--- src/rtl/date_pkg.sv ---
// Shared calendar constants, field widths and FSM state type for the date keeper.
package date_pkg;

  localparam int DAY_W   = 5;
  localparam int MONTH_W = 4;

  localparam logic [DAY_W-1:0]   DAY_FIRST   = 5'd1;
  localparam logic [DAY_W-1:0]   DAY_LAST    = 5'd30;
  localparam logic [MONTH_W-1:0] MONTH_FIRST = 4'd1;
  localparam logic [MONTH_W-1:0] MONTH_LAST  = 4'd12;

  typedef enum logic [1:0] {
    UNSET = 2'd0,
    CHECK = 2'd1,
    RUN   = 2'd2,
    ERR   = 2'd3
  } date_state_t;

endpackage

--- src/rtl/date_keeper_if.sv ---
// Load handshake bundle: requester (master) offers a date, the keeper (slave) accepts it.
interface date_keeper_if #(
  parameter int YEAR_W = 7
);
  import date_pkg::*;

  logic               load_valid;
  logic [DAY_W-1:0]   load_day;
  logic [MONTH_W-1:0] load_month;
  logic [YEAR_W-1:0]  load_year;
  logic               load_ready;

  modport master (
    output load_valid, load_day, load_month, load_year,
    input  load_ready
  );

  modport slave (
    input  load_valid, load_day, load_month, load_year,
    output load_ready
  );
endinterface

--- src/rtl/day_next.sv ---
// Combinational next-day logic for fixed-length months; in_range also validates staged loads.
module day_next
  import date_pkg::*;
#(
  parameter int DAYS_PER_MONTH  = 30,
  parameter int MONTHS_PER_YEAR = 12,
  parameter int YEAR_W          = 7
) (
  input  logic [DAY_W-1:0]   day,
  input  logic [MONTH_W-1:0] month,
  input  logic [YEAR_W-1:0]  year,
  output logic [DAY_W-1:0]   next_day,
  output logic [MONTH_W-1:0] next_month,
  output logic [YEAR_W-1:0]  next_year,
  output logic               month_wrap_n,
  output logic               year_wrap_n,
  output logic               in_range
);

  localparam logic [DAY_W-1:0]   DAY_MAX   = DAY_W'(DAYS_PER_MONTH);
  localparam logic [MONTH_W-1:0] MONTH_MAX = MONTH_W'(MONTHS_PER_YEAR);

  always_comb begin
    // NOTE: every output gets a default first so no path leaves it unassigned (no latch).
    next_day     = day + DAY_W'(1);
    next_month   = month;
    next_year    = year;
    month_wrap_n = 1'b0;
    year_wrap_n  = 1'b0;
    if (day == DAY_MAX) begin
      next_day     = DAY_FIRST;
      month_wrap_n = 1'b1;
      if (month == MONTH_MAX) begin
        next_month  = MONTH_FIRST;
        next_year   = year + YEAR_W'(1);
        year_wrap_n = 1'b1;
      end else begin
        next_month = month + MONTH_W'(1);
      end
    end
  end

  assign in_range = (day >= DAY_FIRST) && (day <= DAY_MAX) &&
                    (month >= MONTH_FIRST) && (month <= MONTH_MAX);

endmodule

--- src/rtl/date_keeper.sv ---
// Registered calendar date with validated load handshake, wrap pulses and sticky error.
// Optional elapsed-tick counter enabled by defining DATE_ELAPSED_EN.
module date_keeper
  import date_pkg::*;
#(
  parameter int DAYS_PER_MONTH  = 30,
  parameter int MONTHS_PER_YEAR = 12,
  parameter int YEAR_W          = 7
) (
  input  logic               clk,
  input  logic               rst,
  date_keeper_if.slave       load,
  input  logic               adv,
  input  logic               err_clr,
  output logic [DAY_W-1:0]   day,
  output logic [MONTH_W-1:0] month,
  output logic [YEAR_W-1:0]  year,
  output logic               date_ok,
  output logic               month_wrap,
  output logic               year_wrap,
  output logic               err
`ifdef DATE_ELAPSED_EN
  , output logic [15:0]      elapsed
`endif
);

  date_state_t        state;
  logic [DAY_W-1:0]   stg_day;
  logic [MONTH_W-1:0] stg_month;
  logic [YEAR_W-1:0]  stg_year;

  logic               accept;
  logic               step;
  logic               checking;
  logic [DAY_W-1:0]   nx_day;
  logic [MONTH_W-1:0] nx_month;
  logic [YEAR_W-1:0]  nx_year;
  logic               mw_n;
  logic               yw_n;
  logic               in_range;

  assign checking = (state == CHECK);
  assign accept   = load.load_valid && load.load_ready;
  // A load accepted in the same cycle as a tick takes priority; the tick is lost.
  assign step     = (state == RUN) && adv && !accept;

  // During CHECK the shared next-day block looks at the staged date to validate it.
  day_next #(
    .DAYS_PER_MONTH  (DAYS_PER_MONTH),
    .MONTHS_PER_YEAR (MONTHS_PER_YEAR),
    .YEAR_W          (YEAR_W)
  ) u_day_next (
    .day          (checking ? stg_day   : day),
    .month        (checking ? stg_month : month),
    .year         (checking ? stg_year  : year),
    .next_day     (nx_day),
    .next_month   (nx_month),
    .next_year    (nx_year),
    .month_wrap_n (mw_n),
    .year_wrap_n  (yw_n),
    .in_range     (in_range)
  );

  always_ff @(posedge clk) begin
    // NOTE: sequential state uses non-blocking assignments so all registers update together.
    if (rst) begin
      state           <= UNSET;
      day             <= DAY_FIRST;
      month           <= MONTH_FIRST;
      year            <= '0;
      stg_day         <= '0;
      stg_month       <= '0;
      stg_year        <= '0;
      date_ok         <= 1'b0;
      err             <= 1'b0;
      month_wrap      <= 1'b0;
      year_wrap       <= 1'b0;
      load.load_ready <= 1'b1;
    end else begin
      month_wrap <= 1'b0;
      year_wrap  <= 1'b0;
      if (err_clr) err <= 1'b0;

      if (checking) begin
        load.load_ready <= 1'b1;
        if (in_range) begin
          day     <= stg_day;
          month   <= stg_month;
          year    <= stg_year;
          state   <= RUN;
          date_ok <= 1'b1;
          err     <= 1'b0;
        end else begin
          state   <= ERR;
          date_ok <= 1'b0;
          err     <= 1'b1;
        end
      end else if (accept) begin
        stg_day         <= load.load_day;
        stg_month       <= load.load_month;
        stg_year        <= load.load_year;
        state           <= CHECK;
        date_ok         <= 1'b0;
        load.load_ready <= 1'b0;
      end else if (step) begin
        day        <= nx_day;
        month      <= nx_month;
        year       <= nx_year;
        month_wrap <= mw_n;
        year_wrap  <= yw_n;
      end
    end
  end

`ifdef DATE_ELAPSED_EN
  always_ff @(posedge clk) begin
    if (rst) begin
      elapsed <= '0;
    end else if (checking && in_range) begin
      elapsed <= '0;
    end else if (step && (elapsed != 16'hFFFF)) begin
      elapsed <= elapsed + 16'd1;
    end
  end
`endif

endmodule

--- src/flat_wrapper.sv ---
// flat-port wrapper written by rule: the top's interface ports become plain ports
module date_keeper_flat import date_pkg::*;
#(
  parameter int DAYS_PER_MONTH  = 30,
  parameter int MONTHS_PER_YEAR = 12,
  parameter int YEAR_W          = 7
)
  (clk, rst, adv, err_clr, day, month, year, date_ok, month_wrap, year_wrap, err, load_load_valid, load_load_day, load_load_month, load_load_year, load_load_ready);
  date_keeper_if #(.YEAR_W(YEAR_W)) load_i ();
  input  logic clk;
  input  logic rst;
  input  logic adv;
  input  logic err_clr;
  output logic [DAY_W-1:0] day;
  output logic [MONTH_W-1:0] month;
  output logic [YEAR_W-1:0] year;
  output logic date_ok;
  output logic month_wrap;
  output logic year_wrap;
  output logic err;
  input wire logic [$bits(load_i.load_valid)-1:0] load_load_valid;
  input wire logic [$bits(load_i.load_day)-1:0] load_load_day;
  input wire logic [$bits(load_i.load_month)-1:0] load_load_month;
  input wire logic [$bits(load_i.load_year)-1:0] load_load_year;
  output wire logic [$bits(load_i.load_ready)-1:0] load_load_ready;
  assign load_i.load_valid = load_load_valid;
  assign load_i.load_day = load_load_day;
  assign load_i.load_month = load_load_month;
  assign load_i.load_year = load_load_year;
  assign load_load_ready = load_i.load_ready;
  date_keeper #(.DAYS_PER_MONTH(DAYS_PER_MONTH), .MONTHS_PER_YEAR(MONTHS_PER_YEAR), .YEAR_W(YEAR_W)) u_core (.clk(clk), .rst(rst), .load(load_i), .adv(adv), .err_clr(err_clr), .day(day), .month(month), .year(year), .date_ok(date_ok), .month_wrap(month_wrap), .year_wrap(year_wrap), .err(err));
endmodule
--- config.mk ---
export PLATFORM = sky130hd
export DESIGN_NAME = date_keeper_flat
export DESIGN_NICKNAME = d
export VERILOG_FILES = /design/src/rtl/date_pkg.sv /design/src/rtl/date_keeper_if.sv /design/src/rtl/day_next.sv /design/src/rtl/date_keeper.sv /design/src/flat_wrapper.sv
export SDC_FILE = /design/constraint.sdc
export NUM_CORES = 1
export LEC_CHECK = 0
export ABC_AREA = 0
export BUFFER_PORTS_ARGS = -buffer_cell sky130_fd_sc_hd__buf_2
export CORE_UTILIZATION = 45
export CTS_BUF_LIST = sky130_fd_sc_hd__clkbuf_2
export CTS_CLUSTER_SIZE = 16
export DETAILED_ROUTE_END_ITERATION = 6
export PLACE_DENSITY = 0.72
export REMOVE_ABC_BUFFERS = 1
export SYNTH_ARGS = -nofsm -noshare
export SYNTH_HDL_FRONTEND = slang
export SYNTH_HIERARCHICAL = 1
export SYNTH_SLANG_ARGS = --single-unit
--- constraint.sdc ---
create_clock -name clk -period 3.8 [get_ports clk]
set_input_delay 0.19 -clock clk [delete_from_list [all_inputs] [get_ports clk]]
set_output_delay 0.19 -clock clk [all_outputs]
set_load 0.05 [all_outputs]
==> results of run 1 <==
-- worst reg2reg max path: stages, from the launching register on --
cell and delay, ps:
dfxtp_1 490, and2b_1 390, nand2_1 140, nand2_1 150, inv_1 110, ha_1 180, or4b_1 450, o21ai_0 90
nor3_1 90, and3b_1 400, a21o_4 380, a311oi_1 270
-- area by class of cell --
cell class                 instances  share of cell area
inverter                           8              0.0114
clock buffer                       5             0.00949
tap                               67              0.0318
clock inverter                     2             0.00332
multi-input combinational        222               0.526
timing repair buffer              53               0.121
sequential                        39               0.296
-- cells in the final DEF (no fill, tap or decap), types with 3 or more instances in the layout --
cell type	Yosys	routed
a21oi_1	22	22
nand2_1	64	64
nand4_1	4	4
clkbuf_2	0	5
o21ai_0	21	21
dfxtp_1	39	39
a211oi_1	17	17
xor2_1	5	5
nand3_1	20	20
inv_1	7	7
a311oi_1	4	4
ha_1	8	8
a311oi_2	10	10
nor3b_1	3	3
dlygate4sd3_1	0	10
xnor2_1	3	3
buf_2	9	41
nor2_1	8	8
nor3_1	5	5
-- through the flow --
step	util	std cells	power, W	setup slack, ps
final	0.544	396	0.00120	606
after global routing	0.544	396	0.00129	283
after global placement	0.516	379	0.00101	720
after detailed placement	0.516	379	0.00102	621
after floorplan	-	269	0.000899	423
after CTS	0.523	386	0.00120	607
-- state kept, by name, summed over array words and instances (netlist names) --
name	cells
u_core/stg_year	7
u_core/stg_day	5
u_core/load.load_ready	1
u_core/err	1
u_core/state	2
u_core/day	5
u_core/month_wrap	1
u_core/year	7
u_core/stg_month	4
u_core/date_ok	1
u_core/month	4
u_core/year_wrap	1
-- per-layer routing --
metal	vias to the layer above	wire length, um	global-route usage
li1	1116	-	-
met3	2	349	0.0461
met5	-	0	0
met4	0	34	0.0598
met1	1042	2670	0.305
met2	64	2520	0.308
-- power breakdown --
part | switching [W] | leakage (nW) | internal [W] | total [W]
Sequential | 0.0000369 | 0.320 | 0.000460 | 0.000496
Clock | 0.000137 | 0.0262 | 0.0000391 | 0.000176
Combinational | 0.000365 | 0.765 | 0.000164 | 0.000529
Total | 0.000540 | 1.11 | 0.000663 | 0.00120
-- cell families after synthesis --
kind of cell / synth area share
buffers and inverters: 0.0738
AND/OR/NAND/NOR: 0.253
adder cells (fa/ha/maj): 0.0428
flip-flops: 0.334
multiplexers: 0.0134
AO/OA/AOI/OAI: 0.254
XOR/XNOR: 0.0300
-- worst paths after layout --
check                                         end  slack (ps)  depth (start not counted)
setup / recovery     u_core/month[3]$_SDFFE_PP0P_         610                         11
hold / removal    u_core/stg_year[5]$_SDFFE_PP0P_          40                          3
setup reg to reg     u_core/month[3]$_SDFFE_PP0P_         610                         11
hold reg to reg   u_core/stg_year[0]$_SDFFE_PP0P_         490                          2
==> impl_metrics.py, run 1 <==
metrics = {
    "placement": {
        "post_dp_hpwl_mm": 3.62,
        "finalWeightedCongestion": 0.810,
        "port_buffers": 41,
        "post_dp_cell_area_um2": 2500,
    },
    "yosys": {
        "postSynthRegisterBits": 39,
        "synth_flop_cell": "dfxtp_1",
        "yosys.area.top_type_share": 0.334,
        "synth-warning-count": 6,
        "postSynth.asyncResetShare": 0,
        "synth_area_um2": 2340,
        "synthesis.instances": 295,
        "count_of_flip_flops_with_a_built_in_enable_after_synthesis": 0,
        "fraction_of_the_yosys_area_taken_by_sequential_cells": 0.334,
        "synth_most_common_cell": "nand2_1",
        "most_common_library_cells_after_synthesis": "nand2_1, dfxtp_1, a21oi_1",
        "post_synth_main_area_contributors": "dfxtp_1, nand2_1, a311oi_2, a211oi_1, a21oi_1",
        "synth_top_area_cell": "dfxtp_1",
        "synth.lib_cells_used.distinct": 44,
        "post_synth.cell_area_avg_um2": 7.93,
    },
    "grt": {
        "global_route_wire_length_before_repair_mm": 8.80,
        "vias_in_the_first_global_route": 1819,
        "antenna_found_initial": 0,
        "grt_start_max_net_pins": 42,
        "grt_overflow": 0,
        "groute.usage.overall": 0.209,
    },
    "layout": {
        "design_area_um2": 2640,
        "final_nets": 358,
        "area_delta_synth_final_pct": 12.7,
        "multi_input_area_um2": 1390,
        "register_area_um2": 781,
        "drive_gt1_frac": 0.210,
        "layout.filler_cells": 452,
        "antenna_cells_inserted": 0,
    },
    "clock_network": {
        "numCtsBuffers": 5,
        "cts_num_sinks": 39,
        "clk_path_buf_depth": 2,
        "insertion_delay_of_the_later_clocked_pin_in_the_worst_skew_pair_ps": 390,
        "tritoncts_clock_tree": "yes",
        "cts.repair_timing.setup_buffer_count": 0,
        "clk_pin_slew_ps": 190,
        "cts_repair_resize_count": 0,
        "clk_root_buffer_cell": "clkbuf_2",
        "cts-hold-fix-buffers": 0,
        "clock_tree.htree_level_count": 2,
    },
    "min_path": {
        "hold_path_class": "input port to flip-flop",
        "hold_path.startpoint": "load_load_year[5]",
    },
    "timing": {
        "final.period_utilization": 0.841,
        "final-hold-violation-count": 0,
        "final.hold.worst_slack_ps": 39.2,
        "worst_slew_pin_slew_ps": 929,
        "fmax_mhz": 313,
        "timing.clock.skew_ps": 20.6,
        "timing.final.setup_violations": 0,
        "timing.slew.headroom": 0.381,
        "report.final.slew_viol_count": 0,
        "grt_setup_unrepaired": "no",
        "period_needed_ps": 3190,
        "fin_setup_tns_ps": 0,
    },
    "pwr": {
        "power-per-cell-area_nw_per_um2": 456,
        "cellLeakagePower_nw": 1.11,
        "vdd_drop_max_uv": 213,
    },
    "setup_path": {
        "startpoint": "u_core/state[0]$_SDFFE_PP0P_",
        "critical_path_peak_fanout": 18,
        "critical-path-top-delay-family": "simple AND/OR/NAND/NOR gates",
        "worstSetupStartpointType": "flip-flop",
        "worstSetupPathType": "flip-flop to flip-flop",
        "timing.rr.start": "u_core/state[0]$_SDFFE_PP0P_",
        "critPathCaptureType": "flip-flop",
        "critical_path_arrival_ps": 3500,
        "critical_path_required_ps": 4100,
        "cpMostUsedCell": "nand2_1",
        "worst_path_cell_chain": "and2b_1 -> nand2_1 -> nand2_1 -> inv_1 -> ha_1 -> or4b_1 -> o21ai_0 -> nor3_1 -> and3b_1 -> a21o_4 -> a311oi_1",
        "worst-path-buf-inv": 1,
        "critPathSlowestCell": "dfxtp_1",
        "worst_path_largest_cell_delay_ps": 490,
    },
    "drt": {
        "viasPerCell": 5.62,
        "post_drt_wl_per_cell_um": 14.1,
        "drt_pass1_iterations": 5,
        "vias": 2224,
        "routed_wirelength_mm": 5.58,
        "drtAntennaViolNets": 0,
        "drtIter0Drc": 134,
        "route.detailed.drc": 0,
    },
    "floorplanning": {
        "fp.dieArea_um2": 5490,
        "floorplan.initialDensity": 0.482,
        "die_y_um": 74.1,
        "rows": 25,
        "core_um2": 4850,
        "total_i_o_pin_count": 42,
        "die_x_um": 74.1,
    },
    "run": {
        "drv.max_cap_violation_count": 0,
    },
    "status": {
        "status": "completed",
    },
}
Power figures use the tool's default switching activity.
==> run 2, diff against run 1 <==
--- a/config.mk
+++ b/config.mk
@@ -5,13 +5,13 @@
 export SDC_FILE = /design/constraint.sdc
 export NUM_CORES = 1
 export LEC_CHECK = 0
-export ABC_AREA = 0
+export ABC_AREA = 1
 export BUFFER_PORTS_ARGS = -buffer_cell sky130_fd_sc_hd__buf_2
 export CORE_UTILIZATION = 45
 export CTS_BUF_LIST = sky130_fd_sc_hd__clkbuf_2
 export CTS_CLUSTER_SIZE = 16
 export DETAILED_ROUTE_END_ITERATION = 6
-export PLACE_DENSITY = 0.72
+export PLACE_DENSITY = 0.74
 export REMOVE_ABC_BUFFERS = 1
 export SYNTH_ARGS = -nofsm -noshare
 export SYNTH_HDL_FRONTEND = slang
==> constraint.sdc (replaced) <==
create_clock -name clk -period 2.6 [get_ports clk]
set_input_delay 0.13 -clock clk [delete_from_list [all_inputs] [get_ports clk]]
set_output_delay 0.13 -clock clk [all_outputs]
set_load 0.05 [all_outputs]
==> impl_metrics.py, run 2 <==
metrics = {
    "yosys": {
        "count_of_flip_flops_with_a_built_in_enable_after_synthesis": 0,
        "synth_flop_cell": "dfxtp_1",
        "synth-warning-count": 6,
        "synthesis.instances": 366,
        "postSynthRegisterBits": 39,
        "most_common_library_cells_after_synthesis": "nand2_1, nor2_1, dfxtp_1",
        "yosys.area.top_type_share": 0.312,
        "postSynth.asyncResetShare": 0,
        "synth_most_common_cell": "nand2_1",
        "synth.lib_cells_used.distinct": 29,
        "post_synth_main_area_contributors": "dfxtp_1, nand2_1, nor2_1, o21ai_0, nand3_1",
        "synth_area_um2": 2510,
        "post_synth.cell_area_avg_um2": 6.85,
        "synth_top_area_cell": "dfxtp_1",
        "fraction_of_the_yosys_area_taken_by_sequential_cells": 0.312,
    },
    "setup_path": {
        "critPathCaptureType": "flip-flop",
        "worstSetupPathType": "flip-flop to flip-flop",
        "critPathSlowestCell": "dfxtp_1",
        "worst_path_cell_chain": "nor2_8 -> buf_4 -> o21ai_1 -> inv_1 -> nand3_1 -> nand3_1 -> a21oi_1 -> nand2_4 -> buf_4 -> a21oi_1 -> nor2_1",
        "worstSetupStartpointType": "flip-flop",
        "critical_path_arrival_ps": 2670,
        "worst_path_largest_cell_delay_ps": 540,
        "critical_path_peak_fanout": 10,
        "worst-path-buf-inv": 3,
        "critical_path_required_ps": 2910,
        "critical-path-top-delay-family": "compound AO/OA/AOI/OAI gates",
    },
    "drt": {
        "vias": 2483,
        "drt_pass1_iterations": 4,
        "viasPerCell": 5.03,
        "routed_wirelength_mm": 5.98,
        "drtAntennaViolNets": 0,
        "post_drt_wl_per_cell_um": 12.1,
        "route.detailed.drc": 0,
        "drtIter0Drc": 91,
    },
    "clock_network": {
        "cts_num_sinks": 39,
        "clock_tree.htree_level_count": 2,
        "clk_pin_slew_ps": 210,
        "clk_path_buf_depth": 2,
        "insertion_delay_of_the_later_clocked_pin_in_the_worst_skew_pair_ps": 390,
        "cts.repair_timing.setup_buffer_count": 0,
        "numCtsBuffers": 5,
        "clk_root_buffer_cell": "clkbuf_2",
        "tritoncts_clock_tree": "yes",
    },
    "grt": {
        "grt_overflow": 0,
        "global_route_wire_length_before_repair_mm": 10.6,
        "antenna_found_initial": 0,
        "grt_start_max_net_pins": 35,
        "groute.usage.overall": 0.222,
        "vias_in_the_first_global_route": 2443,
    },
    "layout": {
        "final_nets": 452,
        "layout.filler_cells": 490,
        "antenna_cells_inserted": 0,
        "multi_input_area_um2": 1440,
        "design_area_um2": 3010,
        "reg.largest.list": "u_core/stg_year (7), u_core/year (7)",
        "register_area_um2": 781,
        "post-route-util": 0.575,
        "mostFrequentLayoutCell": "nand2_1",
        "post_layout_nonfiller_instances": 494,
        "drive_gt1_frac": 0.210,
        "layout.cells.most_common_list": "nand2_1, nor2_1, buf_2",
        "area_delta_synth_final_pct": 20.3,
    },
    "placement": {
        "place.detailed.instances": 468,
        "port_buffers": 41,
        "post_dp_cell_area_um2": 2740,
        "finalWeightedCongestion": 0.863,
        "post_dp_hpwl_mm": 4.15,
    },
    "timing": {
        "fin_setup_tns_ps": 0,
        "fmax_mhz": 423,
        "final.period_utilization": 0.909,
        "final-hold-violation-count": 0,
        "timing.final.setup_violations": 0,
        "timing.clock.skew_ps": 9.63,
        "report.final.slew_viol_count": 0,
        "timing.slew.headroom": 0.355,
        "period_needed_ps": 2360,
        "worst_slew_pin_slew_ps": 966,
        "grt_setup_unrepaired": "no",
    },
    "floorplanning": {
        "fp.dieArea_um2": 5870,
        "total_i_o_pin_count": 42,
        "die_x_um": 76.6,
        "die_y_um": 76.6,
        "core_um2": 5240,
        "floorplan.initialDensity": 0.478,
        "rows": 26,
    },
    "pwr": {
        "power-per-cell-area_nw_per_um2": 757,
        "vdd_drop_max_uv": 430,
        "cellLeakagePower_nw": 1.57,
        "design_power_total_w": 0.00228,
    },
    "status": {
        "status": "completed",
    },
    "run": {
        "drv.max_cap_violation_count": 0,
    },
    "min_path": {
        "hold_path_class": "input port to flip-flop",
    },
}
run 2: path summary, 6_finish.rpt:
| kind | end | startpoint | cells after the start | slack [ps] |
|---|---|---|---|---|
| setup / recovery | u_core/year[0]$_SDFFE_PP0P_ | u_core/state[1]$_SDFFE_PP0P_ | 11 | 240 |
| setup reg to reg | u_core/year[0]$_SDFFE_PP0P_ | u_core/state[1]$_SDFFE_PP0P_ | 11 | 240 |
| hold / removal | u_core/state[0]$_SDFFE_PP0P_ | load_load_valid | 3 | 110 |
| hold reg to reg | u_core/err$_SDFFE_PP0P_ | u_core/err$_SDFFE_PP0P_ | 2 | 480 |
run 2: layer usage:
metal  track usage  up-vias  part of all wire
met5             0        -                 0
met1         0.268     1154              0.48
met4        0.0635        0            0.0084
met3        0.0407        4             0.029
li1              -     1281                 -
met2         0.396       44              0.48
run 2: power by group:
| part | internal [W] | switching [W] | leakage (nW) |
|---|---|---|---|
| clock network | 0.000258 | 0.000209 | 0.0492 |
| registers | 0.000696 | 0.0000562 | 0.321 |
| logic | 0.000348 | 0.000715 | 1.20 |
run 2: what timing repair did:
| action | 4_1_cts | 5_1_grt |
|---|---|---|
| hold endpoints to repair | 21 | 0 |
| setup endpoints to repair | 0 | 14 |
| hold buffers | 18 | 0 |
| gates resized for setup | 0 | 4 |
run 2: logic make-up after synthesis:
group	after synthesis	share of synthesized area
AO/OA/AOI/OAI	57	0.115
XOR/XNOR	4	0.0140
adder cells (fa/ha/maj)	8	0.0399
buffers and inverters	57	0.115
flip-flops	39	0.312
AND/OR/NAND/NOR	201	0.404
run 2: area by class of cell:
cell class | instances | share of cell area
Clock buffer | 5 | 0.00830
Inverter | 39 | 0.0502
Timing Repair Buffer | 68 | 0.154
Sequential cell | 39 | 0.259
Tap cell | 70 | 0.0291
Clock inverter | 3 | 0.0224
Multi-Input combinational cell | 270 | 0.477
run 2: worst min-delay path: cells and delay by family:
kind                   cells  cell delay (ps)
buffers and inverters      1              120
and+or+nand+nor            1              150
AOI/OAI and AO/OA          1               90
run 2: per-stage QoR:
step / setup WS [ps] / hold slack, ps
floorplan: 138 / 199
global placement: 211 / 351
detailed placement: 164 / 356
CTS: 110 / 79.2
global route: 0.593 / 44.5
finish: 237 / 111
